## src/rtl/imem_loader_if.sv

```systemverilog
// Byte-stream valid/ready channel feeding the instruction-memory loader.
// The master drives bytes and the slave (loader) signals readiness.
interface imem_loader_if;
    logic       in_valid;
    logic [7:0] in_data;
    logic       in_ready;

    modport master (output in_valid, output in_data, input in_ready);
    modport slave  (input in_valid, input in_data, output in_ready);
endinterface

```

## src/rtl/imem_loader.sv

```systemverilog
// Boot-time instruction-memory loader: length-prefixed, checksummed byte stream
// in, one instruction word written per data byte, CPU held until a clean load.
module imem_loader #(
    parameter int                ADDR_W    = 8,
    parameter logic [ADDR_W-1:0] BASE_ADDR = {ADDR_W{1'b0}}
) (
    input  logic              sysclk,
    input  logic              reset,
    input  logic              start,
    imem_loader_if.slave      stream,
    output logic              imem_we,
    output logic [ADDR_W-1:0] imem_waddr,
    output logic [7:0]        imem_wdata,
    output logic              cpu_hold,
    output logic              load_done,
    output logic              load_err
);

    typedef enum logic [2:0] {
        ST_IDLE = 3'd0,
        ST_LEN  = 3'd1,
        ST_DATA = 3'd2,
        ST_CSUM = 3'd3,
        ST_DONE = 3'd4,
        ST_ERR  = 3'd5
    } state_t;

    state_t              state_r;
    state_t              state_nxt_s;
    logic [ADDR_W:0]     remaining_r;
    logic [ADDR_W-1:0]   addr_r;
    logic [7:0]          sum_r;
    logic                in_ready_r;
    logic                in_ready_nxt_s;
    logic                cpu_hold_r;
    logic                cpu_hold_nxt_s;
    logic                load_done_r;
    logic                load_done_nxt_s;
    logic                load_err_r;
    logic                load_err_nxt_s;
    logic                imem_we_r;
    logic [ADDR_W-1:0]   imem_waddr_r;
    logic [7:0]          imem_wdata_r;
    logic                xfer_s;

    // A length byte of zero stands for a full 2^ADDR_W-word program.
    function automatic logic [ADDR_W:0] decode_len(input logic [7:0] len_byte);
        logic [ADDR_W:0] len_v;
        if (len_byte == 8'd0) begin
            len_v = {1'b1, {ADDR_W{1'b0}}};
        end else begin
            len_v = (ADDR_W+1)'(len_byte);
        end
        return len_v;
    endfunction

    assign xfer_s          = stream.in_valid && in_ready_r;
    assign stream.in_ready = in_ready_r;
    assign imem_we         = imem_we_r;
    assign imem_waddr      = imem_waddr_r;
    assign imem_wdata      = imem_wdata_r;
    assign cpu_hold        = cpu_hold_r;
    assign load_done       = load_done_r;
    assign load_err        = load_err_r;

    // Next-state decode plus the state-only status flags for the coming cycle.
    always_comb begin
        state_nxt_s = state_r;
        case (state_r)
            ST_IDLE, ST_DONE, ST_ERR: begin
                if (start) begin
                    state_nxt_s = ST_LEN;
                end else begin
                    state_nxt_s = state_r;
                end
            end
            ST_LEN: begin
                if (xfer_s) begin
                    state_nxt_s = ST_DATA;
                end else begin
                    state_nxt_s = ST_LEN;
                end
            end
            ST_DATA: begin
                if (xfer_s && (remaining_r == (ADDR_W+1)'(1'b1))) begin
                    state_nxt_s = ST_CSUM;
                end else begin
                    state_nxt_s = ST_DATA;
                end
            end
            ST_CSUM: begin
                if (xfer_s) begin
                    state_nxt_s = (stream.in_data == sum_r) ? ST_DONE : ST_ERR;
                end else begin
                    state_nxt_s = ST_CSUM;
                end
            end
            default: state_nxt_s = ST_IDLE;
        endcase

        in_ready_nxt_s  = (state_nxt_s == ST_LEN) || (state_nxt_s == ST_DATA) ||
                          (state_nxt_s == ST_CSUM);
        cpu_hold_nxt_s  = (state_nxt_s != ST_DONE);
        load_done_nxt_s = (state_nxt_s == ST_DONE);
        load_err_nxt_s  = (state_nxt_s == ST_ERR);
    end

    // State register and registered status outputs.
    always_ff @(posedge sysclk) begin
        if (reset) begin
            state_r     <= ST_IDLE;
            in_ready_r  <= 1'b0;
            cpu_hold_r  <= 1'b1;
            load_done_r <= 1'b0;
            load_err_r  <= 1'b0;
        end else begin
            state_r     <= state_nxt_s;
            in_ready_r  <= in_ready_nxt_s;
            cpu_hold_r  <= cpu_hold_nxt_s;
            load_done_r <= load_done_nxt_s;
            load_err_r  <= load_err_nxt_s;
        end
    end

    // Load datapath: length capture, address/checksum tracking, write strobe.
    always_ff @(posedge sysclk) begin
        if (reset) begin
            imem_we_r    <= 1'b0;
            imem_waddr_r <= BASE_ADDR;
            imem_wdata_r <= 8'h00;
            remaining_r  <= {(ADDR_W+1){1'b0}};
            addr_r       <= BASE_ADDR;
            sum_r        <= 8'h00;
        end else begin
            imem_we_r <= 1'b0;
            if (xfer_s) begin
                case (state_r)
                    ST_LEN: begin
                        remaining_r <= decode_len(stream.in_data);
                        addr_r      <= BASE_ADDR;
                        sum_r       <= 8'h00;
                    end
                    ST_DATA: begin
                        imem_we_r    <= 1'b1;
                        imem_waddr_r <= addr_r;
                        imem_wdata_r <= stream.in_data;
                        addr_r       <= addr_r + ADDR_W'(1'b1);
                        sum_r        <= sum_r + stream.in_data;
                        remaining_r  <= remaining_r - (ADDR_W+1)'(1'b1);
                    end
                    default: begin
                        remaining_r <= remaining_r;
                    end
                endcase
            end else begin
                remaining_r <= remaining_r;
            end
        end
    end

endmodule
```

## src/flat_wrapper.sv

```systemverilog
// flat-port wrapper written by rule: the top's interface ports become plain ports
module imem_loader_flat 
#(
    parameter int                ADDR_W    = 8,
    parameter logic [ADDR_W-1:0] BASE_ADDR = {ADDR_W{1'b0}}
)
  (sysclk, reset, start, imem_we, imem_waddr, imem_wdata, cpu_hold, load_done, load_err, stream_in_valid, stream_in_data, stream_in_ready);
  imem_loader_if stream_i ();
  input  logic sysclk;
  input  logic reset;
  input  logic start;
  output logic imem_we;
  output logic [ADDR_W-1:0] imem_waddr;
  output logic [7:0] imem_wdata;
  output logic cpu_hold;
  output logic load_done;
  output logic load_err;
  input wire logic [$bits(stream_i.in_valid)-1:0] stream_in_valid;
  input wire logic [$bits(stream_i.in_data)-1:0] stream_in_data;
  output wire logic [$bits(stream_i.in_ready)-1:0] stream_in_ready;
  assign stream_i.in_valid = stream_in_valid;
  assign stream_i.in_data = stream_in_data;
  assign stream_in_ready = stream_i.in_ready;
  imem_loader #(.ADDR_W(ADDR_W), .BASE_ADDR(BASE_ADDR)) u_core (.sysclk(sysclk), .reset(reset), .start(start), .stream(stream_i), .imem_we(imem_we), .imem_waddr(imem_waddr), .imem_wdata(imem_wdata), .cpu_hold(cpu_hold), .load_done(load_done), .load_err(load_err));
endmodule
```

## config.mk

```make
export PLATFORM = sky130hd
export DESIGN_NAME = imem_loader_flat
export DESIGN_NICKNAME = d
export VERILOG_FILES = /design/src/rtl/imem_loader_if.sv /design/src/rtl/imem_loader.sv /design/src/flat_wrapper.sv
export SDC_FILE = /design/constraint.sdc
export NUM_CORES = 1
export LEC_CHECK = 0
export BUFFER_PORTS_ARGS = -buffer_cell sky130_fd_sc_hd__buf_2
export CORE_MARGIN = 2
export CORE_UTILIZATION = 53
export DETAILED_ROUTE_END_ITERATION = 6
export GPL_TIMING_DRIVEN = 0
export MAX_ROUTING_LAYER = met4
export PLACE_DENSITY = 0.75
export SLEW_MARGIN = 10
export SYNTH_ARGS = -nofsm -noshare
export SYNTH_HDL_FRONTEND = slang
export SYNTH_SLANG_ARGS = --single-unit
```

## constraint.sdc

```tcl
create_clock -name sysclk -period 3.9 [get_ports sysclk]
set_input_delay 0.585 -clock sysclk [delete_from_list [all_inputs] [get_ports sysclk]]
set_output_delay 0.585 -clock sysclk [all_outputs]
set_load 0.01 [all_outputs]
```

* After elaboration in Yosys (flattened, before gate mapping)
Index checks and enable logic that the tools add are counted.
Storage, ports and cells: bits in registers 49
Operators by class: multiplexer cells 11, add/sub/neg operators 3, bitwise logic cells 1, eq/ne operators 13, reduce and logical (&&, ||, !) cells 11
Operator list (count):
- $pmux 8 s2 | 2
- $pmux 9 s2 | 1
- $eq 3x2->1 const B | 4
- $eq 3x3->1 const B | 4
- $pmux 3 s4 | 1
- $eq 9x1->1 const B | 1
- $mux 9 | 1
- $sub 9x1->9 const B | 1
- $add 8x1->8 const B | 1
- $add 8x8->8 | 1
- $eq 8x8->1 | 1
- $logic_not 8->1 | 1
- $eq 3x1->1 const B | 2
- $mux 3 | 2
- $reduce_and 2->1 | 2
- $logic_not 3->1 | 1
- $mux 1 | 3
- $ne 3x3->1 const B | 1
- $reduce_or 3->1 | 1
- $logic_and 1x1->1 | 2
- $logic_or 1x1->1 | 2
- $mux 2 | 1
- $reduce_bool 2->1 | 1
- $reduce_or 2->1 | 1
- $not 1->1 | 1

* Depth between registers and ports, before layout
depth after elaboration 7, depth in mapped cells 8

* Least setup slack after synthesis
OpenSTA, ideal clock, no wires.
path type input port to flip-flop, start input stream_in_data[5], end register u_core.in_ready_r, in the netlist u_core.stream.in_ready, library setup time 0.130 ns, arrival time 2.015 ns, setup slack 1.755 ns, stages 6, cell sequence ha_1 -> or4_1 -> o31ai_1 -> a311oi_1 -> nor2_2 -> o31ai_1
On the way: word-level cells in the longest chain between the ends 7
Ends and longest elaborated chain:
- start, declared | line flat_wrapper.sv:19 | input wire logic [$bits(stream_i.in_data)-1:0] stream_in_data;
- $eq 8x8->1 (*) | line imem_loader.sv:93 | state_nxt_s = (stream.in_data == sum_r) ? ST_DONE : ST_ERR;
- $mux 1 (*) | line imem_loader.sv:93
- $mux 3 (*) | line imem_loader.sv:92 | if (xfer_s) begin
- $pmux 3 s4 (*) | line imem_loader.sv:69 | case (state_r)
- $eq 3x1->1 or $eq 3x2->1 (tied branches) | line imem_loader.sv:101 | in_ready_nxt_s = (state_nxt_s == ST_LEN) || (state_nxt_s == ST_DATA) ||
- $logic_or 1x1->1 | line imem_loader.sv:101
- $logic_or 1x1->1 (*) | line imem_loader.sv:101
- end signal, assigned | line imem_loader.sv:118 | in_ready_r <= in_ready_nxt_s;
- end, declared | line imem_loader.sv:33 | logic in_ready_r;
Every way passes the cells marked *; elsewhere a longest branch is shown, timed or not. A chain may end at the register's enable or synchronous reset.

* Worst setup path in the final report
Ends and elaborated chain as after synthesis.

==> qor.yml <==
stdcell_count: 382
crit_buf_inv: 1
p_total_mw: 0.951
worst_path_max_delay_cell: "or4_1"
worst_pin_slew_ns: 0.814
status: "finished, final reports clean"
hpwlAfterDp_mm: 3.98
port_buffers: 32
start_util: 0.548
layout-drive-gt1-share: 0.161
cp_max_fo: 5
crit_chain: "buf_2 -> ha_1 -> or4_1 -> o31ai_1 -> a311oi_1 -> nor2_2 -> o31ai_1"
path_depth: 7
cts_root_buffer: "clkbuf_8"
min_period_ns: 2.31
routabilityCongestion: 0.836
first_iter_violations: 198
synth_top_area_frac: 0.414
final_util: 0.624
syn_area_per_cell_um2: 8.14
rows: 24
antenna_found_initial: 0
drt-total-wl_mm: 5.54
hold_class: "flip-flop to flip-flop"
ff2ff_path_depth: 6
coreArea_um2: 4320
cp-start-kind: "input pin"
grtUsageTotal: 0.237
wl_per_cell_um: 14.5
cp_slowest_stage_delay_ns: 0.54
ctsResizeCount: 0
intPower_mw: 0.722
fp.dieW_um: 70.9
p_clk_frac: 0.374
dr_wl_met2_mm: 2.55
syn_area_um2: 2370
skew_ns: 0.00317
grt_pass1_vias: 1966
clkTransAtPathRegs_ns: 0.09
path_delay_family: "simple AND/OR/NAND/NOR gates"
synth_nets: 314
grt_max_degree: 15
fp.dieH_um: 70.9
diodes: 0
max_cap_violations: 0
cts_sinks: 49
postCtsSetupBuffers: 0
cp-end-kind: "flip-flop"
grt_pass1_wl_mm: 9.18
min_path_cells: 2
critical_path.most_common_cell: "o31ai_1"
synthCells: 291
fin_nets: 353
p_seq_frac: 0.536
ioPinCount: 33
vias_per_cell: 5.74
worstSetupPathType: "input pin to flip-flop"
report.final.slew_viol_count: 0
final_cell_mix: "nand2_1 (49), dfxtp_1 (49), buf_2 (41)"
required_ns: 4.07
synth_area_leaders: "dfxtp_1 (41%), nand2_1 (7.8%), a21oi_1 (7.4%)"
rsz0062_at_grt: "false"
multi_input_area_um2: 1290
overflow: 0
setup_violations: 0
synth_ff_type: "dfxtp_1"
routed.top_layer: "met4"
vias: 2194
hold_viol: 0
p_leak_nw: 1.12
fin_setup_tns_ns: 0
die-area_um2: 5020
synthArstFlopShare: 0
ant_nets: 0
yosys.area.top_type: "dfxtp_1"
maxSlewHeadroom: 0.453
clock_latency_ns: 0.30
sw_frac_of_total: 0.241
firstDrtPassIters: 4
synth_edf_count: 0
power.density_nw_per_um2: 352
combPwrFrac: 0.090
fmax_mhz: 433
cts_tree: "done"
ys_ff_latch: 49
drc_errors: 0
cts_hold_buf: 0
period_share: 0.592
worst_hold_slack_ns: 0.454
post-place-cells: 375
register_area_um2: 981
peakVddDrop_mv: 0.183
h-tree-depth: 2
p_sw_mw: 0.229
areaGrowthSynthToFinish_pct: 13.9
yosysSeqAreaShare: 0.414
synth_cell_types: 44
arrival_ns: 2.48
cts_max_path_buffers: 2
wl_met1_mm: 2.59
cts_inserted_buffers: 5
ys_warn_count: 0
fillCellCount: 405
route.met3.wl_um: 332
synth_stat cells (2+ instances only):
master and instances:
o31ai_1 4, nor2_1 28, a32o_1 2, clkbuf_1 7
and2_1 2, a22oi_1 8, and3_1 2, nand3b_1 3
nor4b_1 3, nor3b_1 2, nand2_1 49, or3_1 3
ha_1 10, o21ai_0 9, nor2b_1 2, dfxtp_1 49
a211oi_1 3, nor2_2 2, nand4_1 3, nand3_1 8
a2bb2oi_1 2, or4_1 2, a21oi_1 35, mux2i_1 2
xnor2_1 4, xor2_1 8, inv_1 5, buf_2 9
nor3_1 5, nor4_1 4, a21o_1 3
registers in the layout, indices dropped and copies added, names as in the netlist:
register / cells
u_core.imem_waddr: 8
u_core.sum_r: 8
u_core.state_r: 3
u_core.remaining_r: 9
u_core.imem_wdata: 8
u_core.addr_r: 8
u_core.load_done: 1
u_core.imem_we: 1
u_core.load_err: 1
u_core.stream.in_ready: 1
u_core.cpu_hold: 1
power by group through the flow:
stage	combinational (mW)	clock [mW]	sequential, mW
after floorplan	0.0553	0	0.521
after detailed placement	0.0841	0	0.521
after global routing	0.0946	0.381	0.511
final	0.0860	0.355	0.510
after CTS	0.0849	0.363	0.510
after global placement	0.0827	0	0.521
path summary, 6_finish.rpt:
kind	from	to	slack, ns
worst max-delay path	stream_in_data[5]	u_core.stream.in_ready	1.59
worst min-delay path	u_core.imem_wdata[2]	u_core.imem_wdata[2]	0.45
worst max register to register	u_core.sum_r[5]	u_core.stream.in_ready	1.72
worst min register to register	u_core.imem_wdata[2]	u_core.imem_wdata[2]	0.45
layer usage:
metal | GRT usage | vias to the layer above
li1 | - | 1101
met1 | 0.312 | 1038
met2 | 0.370 | 51
met3 | 0.0499 | 4
met4 | 0.0671 | 0
met5 | - | -
cell type report:
cell class,count,area share
inverters,6,0.00834
repair buffers,32,0.0593
clock inverters,2,0.0130
plain buffers,16,0.0264
well taps,52,0.0241
multi-input cells,220,0.480
clock buffers,5,0.0255
flip-flops and latches,49,0.363
tightest hold or removal path: cells and delay by family (launching register included):
family | cells | cell delay, ns
DFF | 1 | 0.31
and+or+nand+nor | 1 | 0.05
AOI/OAI and AO/OA | 1 | 0.05
cell families (layout without fill, tap and decap cells):
group / after synthesis / count (layout) / synth area share
xor+xnor: 12 / 12 / 0.0444
buf+inv: 22 / 61 / 0.0396
compound gates: 72 / 72 / 0.184
flops: 49 / 49 / 0.414
simple gates: 123 / 123 / 0.248
fa+ha+maj: 11 / 11 / 0.0612
mux: 2 / 2 / 0.00845
through the flow:
stage,worst slack [ns],instance area (um^2)
global route,1.57,2700
CTS,1.60,2700
global placement,1.30,2590
detailed placement,1.27,2590
floorplan,1.75,2370
finish,1.59,2700
Power figures use the tool's default switching activity.
